File: src/rtl/serial_stream_pkg.sv
// Shared types and width helpers for the serial stream bridge.
package serial_stream_pkg;

  typedef enum logic {
    StIdle,
    StShift
  } tx_state_e;

  // Channel index width; a single channel still needs one bit.
  function automatic int unsigned chan_width(input int unsigned num_channels);
    return (num_channels <= 1) ? 1 : $clog2(num_channels);
  endfunction

  // Width of a counter that must hold values 0..max_val inclusive.
  function automatic int unsigned cnt_width(input int unsigned max_val);
    return (max_val <= 1) ? 1 : $clog2(max_val + 1);
  endfunction

endpackage

File: src/rtl/serial_tx_lane.sv
// Transmit path: one-word load register feeding a bit shifter under a downstream ready.
module serial_tx_lane
  import serial_stream_pkg::*;
#(
  parameter int unsigned DATA_WIDTH = 24,
  parameter bit          MSB_FIRST  = 1'b0
) (
  input  logic                  i_clk,
  input  logic                  i_rst_n,
  input  logic                  i_en,
  input  logic [DATA_WIDTH-1:0] i_tx_data,
  input  logic                  i_tx_valid,
  output logic                  o_tx_ready,
  input  logic                  i_ready,
  output logic                  o_dout,
  output logic                  o_dout_valid
);

  localparam int unsigned BcntW = cnt_width(DATA_WIDTH);
  localparam logic [BcntW-1:0] BitLast = BcntW'(DATA_WIDTH - 1);

  tx_state_e r_state, w_state_next;

  logic [DATA_WIDTH-1:0] r_load_data;
  logic                  r_load_full;
  logic [DATA_WIDTH-1:0] r_shift;
  logic [BcntW-1:0]      r_bit_cnt;

  logic                  w_load;
  logic                  w_src_full;
  logic [DATA_WIDTH-1:0] w_src_data;
  logic                  w_adv;
  logic                  w_last_adv;
  logic                  w_take;
  logic [DATA_WIDTH-1:0] w_shift_adv;
  logic                  w_cur_bit;

  // The load register accepts regardless of i_en so the o_tx_ready handshake stays honest.
  assign w_load     = i_tx_valid & ~r_load_full;
  assign w_src_full = r_load_full | w_load;
  assign w_src_data = r_load_full ? r_load_data : i_tx_data;

  assign w_adv      = (r_state == StShift) & i_ready & i_en;
  assign w_last_adv = w_adv & (r_bit_cnt == BitLast);

  assign w_shift_adv = MSB_FIRST ? {r_shift[DATA_WIDTH-2:0], 1'b0}
                                 : {1'b0, r_shift[DATA_WIDTH-1:1]};
  assign w_cur_bit   = MSB_FIRST ? r_shift[DATA_WIDTH-1] : r_shift[0];

  always_comb begin
    w_state_next = r_state;
    w_take       = 1'b0;
    unique case (r_state)
      StIdle: begin
        if (i_en && w_src_full) begin
          w_take       = 1'b1;
          w_state_next = StShift;
        end
      end
      StShift: begin
        if (w_last_adv) begin
          if (w_src_full) begin
            w_take = 1'b1;
          end else begin
            w_state_next = StIdle;
          end
        end
      end
    endcase
  end

  always_ff @(posedge i_clk or negedge i_rst_n) begin
    if (!i_rst_n) begin
      r_state <= StIdle;
    end else begin
      r_state <= w_state_next;
    end
  end

  always_ff @(posedge i_clk or negedge i_rst_n) begin
    if (!i_rst_n) begin
      r_load_data <= '0;
      r_load_full <= 1'b0;
      r_shift     <= '0;
      r_bit_cnt   <= '0;
    end else begin
      if (w_take) begin
        r_shift   <= w_src_data;
        r_bit_cnt <= '0;
      end else if (w_adv) begin
        r_shift   <= w_shift_adv;
        r_bit_cnt <= r_bit_cnt + 1'b1;
      end

      // An incoming word taken straight into the shifter never occupies the load register.
      if (w_take && r_load_full) begin
        r_load_full <= 1'b0;
      end else if (w_load && !w_take) begin
        r_load_full <= 1'b1;
        r_load_data <= i_tx_data;
      end
    end
  end

  assign o_tx_ready   = ~r_load_full;
  assign o_dout_valid = (r_state == StShift);
  assign o_dout       = (r_state == StShift) & w_cur_bit;

endmodule

File: src/rtl/serial_stream_bridge.sv
// Bit-serial bridge: receive assembly with channel tagging and double buffering,
// idle timeout on partial words, and a transmit lane.
module serial_stream_bridge
  import serial_stream_pkg::*;
#(
  parameter int unsigned  DATA_WIDTH   = 24,
  parameter int unsigned  NUM_CHANNELS = 2,
  parameter bit           MSB_FIRST    = 1'b0,
  parameter int unsigned  IDLE_TIMEOUT = 64,
  localparam int unsigned CHAN_W       = chan_width(NUM_CHANNELS)
) (
  input  logic                  i_clk,
  input  logic                  i_rst_n,
  input  logic                  i_en,
  input  logic                  i_din,
  input  logic                  i_din_valid,
  output logic                  o_ready,
  output logic [DATA_WIDTH-1:0] o_rx_data,
  output logic [CHAN_W-1:0]     o_rx_chan,
  output logic                  o_rx_valid,
  input  logic                  i_rx_ready,
  output logic                  o_frame_err,
  input  logic [DATA_WIDTH-1:0] i_tx_data,
  input  logic                  i_tx_valid,
  output logic                  o_tx_ready,
  output logic                  o_dout,
  output logic                  o_dout_valid,
  input  logic                  i_ready
);

  localparam int unsigned BcntW = cnt_width(DATA_WIDTH);
  localparam int unsigned IdleW = cnt_width(IDLE_TIMEOUT);
  localparam logic [BcntW-1:0]  BitFull  = BcntW'(DATA_WIDTH);
  localparam logic [BcntW-1:0]  BitLast  = BcntW'(DATA_WIDTH - 1);
  localparam logic [CHAN_W-1:0] ChanLast = CHAN_W'(NUM_CHANNELS - 1);
  localparam logic [IdleW-1:0]  IdleLast = IdleW'((IDLE_TIMEOUT == 0) ? 0 : IDLE_TIMEOUT - 1);
  localparam bit                IdleEn   = (IDLE_TIMEOUT != 0);

  logic [DATA_WIDTH-1:0] r_shift;
  logic [BcntW-1:0]      r_bit_cnt;
  logic [IdleW-1:0]      r_idle_cnt;
  logic [CHAN_W-1:0]     r_chan;
  logic [DATA_WIDTH-1:0] r_hold_data;
  logic [CHAN_W-1:0]     r_hold_chan;
  logic                  r_hold_valid;
  logic                  r_frame_err;

  logic                  w_shift_full;
  logic                  w_bit_acc;
  logic                  w_rx_accept;
  logic [DATA_WIDTH-1:0] w_shift_ins;
  logic [DATA_WIDTH-1:0] w_word;
  logic                  w_word_done;
  logic                  w_move;
  logic                  w_idle_run;
  logic                  w_timeout;

  // Full means a complete word is parked in the shifter waiting for holding to free up.
  assign w_shift_full = (r_bit_cnt == BitFull);
  assign o_ready      = i_rst_n & i_en & ~(w_shift_full & r_hold_valid);
  assign w_bit_acc    = o_ready & i_din_valid;
  assign w_rx_accept  = i_en & r_hold_valid & i_rx_ready;

  assign w_shift_ins = MSB_FIRST ? {r_shift[DATA_WIDTH-2:0], i_din}
                                 : {i_din, r_shift[DATA_WIDTH-1:1]};
  assign w_word      = w_bit_acc ? w_shift_ins : r_shift;

  assign w_word_done = (w_bit_acc & (r_bit_cnt == BitLast)) | w_shift_full;
  assign w_move      = i_en & w_word_done & (~r_hold_valid | i_rx_ready);

  assign w_idle_run = i_en & ~i_din_valid & (r_bit_cnt != '0) & ~w_shift_full;
  assign w_timeout  = IdleEn & w_idle_run & (r_idle_cnt == IdleLast);

  always_ff @(posedge i_clk or negedge i_rst_n) begin
    if (!i_rst_n) begin
      r_shift      <= '0;
      r_bit_cnt    <= '0;
      r_idle_cnt   <= '0;
      r_chan       <= '0;
      r_hold_data  <= '0;
      r_hold_chan  <= '0;
      r_hold_valid <= 1'b0;
      r_frame_err  <= 1'b0;
    end else begin
      r_frame_err <= w_timeout;

      if (w_bit_acc) begin
        r_shift <= w_shift_ins;
      end

      if (w_move || w_timeout) begin
        r_bit_cnt <= '0;
      end else if (w_bit_acc) begin
        r_bit_cnt <= r_bit_cnt + 1'b1;
      end

      if (w_bit_acc || w_timeout || (r_bit_cnt == '0)) begin
        r_idle_cnt <= '0;
      end else if (w_idle_run) begin
        r_idle_cnt <= r_idle_cnt + 1'b1;
      end

      // A completing word replaces an accepted one on the same edge, keeping o_rx_valid high.
      if (w_move) begin
        r_hold_data  <= w_word;
        r_hold_chan  <= r_chan;
        r_hold_valid <= 1'b1;
        r_chan       <= (r_chan == ChanLast) ? '0 : r_chan + 1'b1;
      end else if (w_rx_accept) begin
        r_hold_valid <= 1'b0;
      end
    end
  end

  assign o_rx_data   = r_hold_data;
  assign o_rx_chan   = r_hold_chan;
  assign o_rx_valid  = r_hold_valid;
  assign o_frame_err = r_frame_err;

  serial_tx_lane #(
    .DATA_WIDTH(DATA_WIDTH),
    .MSB_FIRST (MSB_FIRST)
  ) u_tx_lane (
    .i_clk       (i_clk),
    .i_rst_n     (i_rst_n),
    .i_en        (i_en),
    .i_tx_data   (i_tx_data),
    .i_tx_valid  (i_tx_valid),
    .o_tx_ready  (o_tx_ready),
    .i_ready     (i_ready),
    .o_dout      (o_dout),
    .o_dout_valid(o_dout_valid)
  );

endmodule

File: config.mk
export PLATFORM = sky130hd
export DESIGN_NAME = serial_stream_bridge
export DESIGN_NICKNAME = d
export VERILOG_FILES = /design/src/rtl/serial_stream_pkg.sv /design/src/rtl/serial_tx_lane.sv /design/src/rtl/serial_stream_bridge.sv
export SDC_FILE = /design/constraint.sdc
export NUM_CORES = 1
export LEC_CHECK = 0
export BUFFER_PORTS_ARGS = -buffer_cell sky130_fd_sc_hd__buf_2
export CAP_MARGIN = 20
export CORE_ASPECT_RATIO = 0.7
export CORE_MARGIN = 2
export CORE_UTILIZATION = 40
export DETAILED_ROUTE_END_ITERATION = 8
export REMOVE_ABC_BUFFERS = 1
export SLEW_MARGIN = 20
export SYNTH_ARGS = -nofsm -noshare
export SYNTH_HDL_FRONTEND = slang
export SYNTH_SLANG_ARGS = --single-unit
File: constraint.sdc
create_clock -name i_clk -period 2.29 [get_ports i_clk]
set_input_delay 0.458 -clock i_clk [delete_from_list [all_inputs] [get_ports i_clk]]
set_output_delay 0.458 -clock i_clk [all_outputs]
set_load 0.02 [all_outputs]
==> flow_summary.toml <==
[power_and_ir_drop]
p_sw_mw = 1.73
p_comb_frac = 0.159
leakagePower_nw = 3.42
irDropWorstVdd_mv = 0.668
p_seq_frac = 0.422
p_int_mw = 5.01
power_density_mw_per_mm2 = 1030
swShare = 0.257
power.total_mw = 6.75
p_clk_frac = 0.420

[grt]
grt_max_degree = 67
grt_pass1_wl_mm = 16.4
gr-total-overflow = 0
antenna_found_initial = 0
grt_pass1_vias = 3319
grt_usage = 0.146

[logic_synthesis]
synth_area_mm2 = 0.00537
ys_dominant_reg_cell = "dfrtp_1"
async_reset_ff_frac = 1.00
yosysSeqAreaShare = 0.555
netlist_instances = 381
synth_edf_count = 0
ys_types = 41
synth.avg_cell_area_um2 = 14.1
yosysWarnings = 0
synth_seq_cells = 119

[floorplanning]
dieArea_mm2 = 0.0144
rows = 35
io_pins = 63
start_util = 0.409
die_h_um = 101
die_w_um = 142
core-area_mm2 = 0.0131

[drt]
dr.first_iter.drc_count = 142
routed_via_density = 5.00
num_vias = 3157
ant_nets = 0
drtPass1Iterations = 4
wl_per_cell_um = 15.2
routed_wl_mm = 9.61
drc = 0

[worst_setup_path]
crit_chain = "inv_1 -> ha_1 -> nand3b_1 -> o211a_1 -> buf_2"
critPathMaxStageDelay_ns = 0.38
worstPathRequired_ns = 1.83
cp_slowest_cell = "dfrtp_1"
crit_path_start_kind = "register"
rrSetupSlack_ns = 0.20
worst-path-max-fanout = 4
crit_arrival_ns = 1.71
end_kind = "primary output"
worst-setup-path-type = "reg -> out"

[sta]
rsz0062_at_grt = "no"
finalSetupViolCount = 0
final_hold_viol_count = 0
drv_slew = 0
fin_crit_sh = 0.946
clock.fmax_mhz = 461
finalCriticalPeriod_ns = 2.17
finalClockSkew_ns = 0.0121
worst_pin_slew_ns = 0.807
slew_headroom = 0.462
tns_ns = 0

[clocking]
tritoncts = "yes"
h-tree-depth = 4
clk_path_buf_depth = 2
path_clk_slew_ns = 0.06
cts_inserted_buffers = 17
holdBufCountCts = 0
cts_setup_buffers = 0
cts-root-buf = "clkbuf_16"
cts_sinks = 119
cts-resized-gates = 0
insertion_delay_ns = 0.40

[finish]
layout.cells.non_filler = 632
final_util = 0.498
drive_above_1_share = 0.386
antennaDiodeCount = 0
areaGrowthSynthToFinish_pct = 21.8
final_nets = 489

[place]
place_congestion = 0.751
place.detailed.hpwl_mm = 6.34
io_buffers = 62
dp.cells = 600

[run]
drv_cap = 0

[worst_hold_path]
hold_class = "in -> async"

[run_status]
status = "completed"
worst max-delay path: cells and delay by family (launching register included):
| family | cells | cell delay [ns] |
|---|---|---|
| adder cells (fa/ha/maj) | 1 | 0.22 |
| buffers and inverters | 2 | 0.27 |
| AND/OR/NAND/NOR | 1 | 0.17 |
| flip-flops | 1 | 0.38 |
| AO/OA/AOI/OAI | 1 | 0.27 |
layout make-up:
cell class / instances / area (um^2)
clock buffers: 21 / 470
clock inverters: 11 / 170
fillers: 1169 / 6600
inverters: 6 / 22.5
multi-input cells: 237 / 2250
flip-flops and latches: 119 / 2980
well taps: 166 / 208
repair buffers: 72 / 438
kinds of logic (layout without fill, tap and decap cells):
group	after synthesis	count (layout)	synth area share
flip-flops	119	119	0.555
AO/OA/AOI/OAI	22	22	0.0322
multiplexers	147	147	0.304
adder cells (fa/ha/maj)	4	4	0.00932
buffers and inverters	25	110	0.0289
XOR/XNOR	13	13	0.0212
AND/OR/NAND/NOR	51	51	0.0499
through the flow:
step | area, um^2 | hold WS, ns | setup WS, ns
CTS | 6540 | 0.0539 | 0.0966
global route | 6540 | 0.0646 | 0.0184
global placement | 5900 | 0.451 | 0.282
floorplan | 5240 | 0.162 | -1.31
finish | 6540 | 0.0637 | 0.123
detailed placement | 5900 | 0.463 | 0.225
power groups by stage:
stage | combinational, mW | sequential (mW) | clock, mW
2_1_floorplan | 0.777 | 2.83 | 0
5_1_grt | 1.21 | 2.91 | 3.01
6_report | 1.07 | 2.84 | 2.83
3_5_place_dp | 1.08 | 2.88 | 0
4_1_cts | 1.09 | 2.85 | 2.90
3_3_place_gp | 1.04 | 2.86 | 0
cells in the mapped netlist (5+ instances only):
master,count,area [um^2]
mux2i_1,73,731
buf_2,10,50.1
nand4_1,5,31.3
inv_1,6,22.5
and2_1,5,31.3
xor2_1,11,96.3
nor3_1,5,25.0
mux2_4,18,270
dfrtp_1,119,2980
nor2_1,12,45.0
mux2_2,53,597
o21ai_0,6,30.0
nand2_1,9,33.8
registers in the layout, indices dropped and copies added, names as in the netlist:
register	flops
u_tx_lane.r_shift	24
o_rx_valid	1
o_frame_err	1
u_tx_lane.o_dout_valid	1
u_tx_lane.r_load_data	24
r_bit_cnt	5
r_shift	24
o_rx_data	24
u_tx_lane.r_load_full	1
r_chan	1
u_tx_lane.r_bit_cnt	5
r_idle_cnt	7
o_rx_chan	1
worst paths after layout:
kind / to / depth (start not counted) / startpoint
min in group i_clk: u_tx_lane.r_load_data[15] / 2 / i_tx_data[15]
max in group asynchronous: r_shift[22] / 3 / i_rst_n
setup / recovery: o_ready / 5 / r_bit_cnt[0]
hold reg to reg: r_chan / 1 / r_chan
setup reg to reg: o_rx_data[23] / 7 / r_bit_cnt[0]
hold / removal: r_shift[10] / 2 / i_rst_n
cells in the final DEF (no fill, tap or decap), types with 7 or more instances in the layout:
master	count
buf_2	61
mux2_4	18
dfrtp_1	119
nor2_1	12
nand2_1	9
xor2_1	11
buf_4	7
mux2i_1	73
clkbuf_16	17
mux2_2	53
metal layers:
layer  share of wire  GRT usage  vias up
met5               0          0        -
met4          0.0035     0.0434        0
met3           0.039     0.0470        2
met2            0.45      0.218       46
met1            0.51      0.205     1592
li1                -          -     1517
Note: power is estimated with default switching activity, not from simulation.
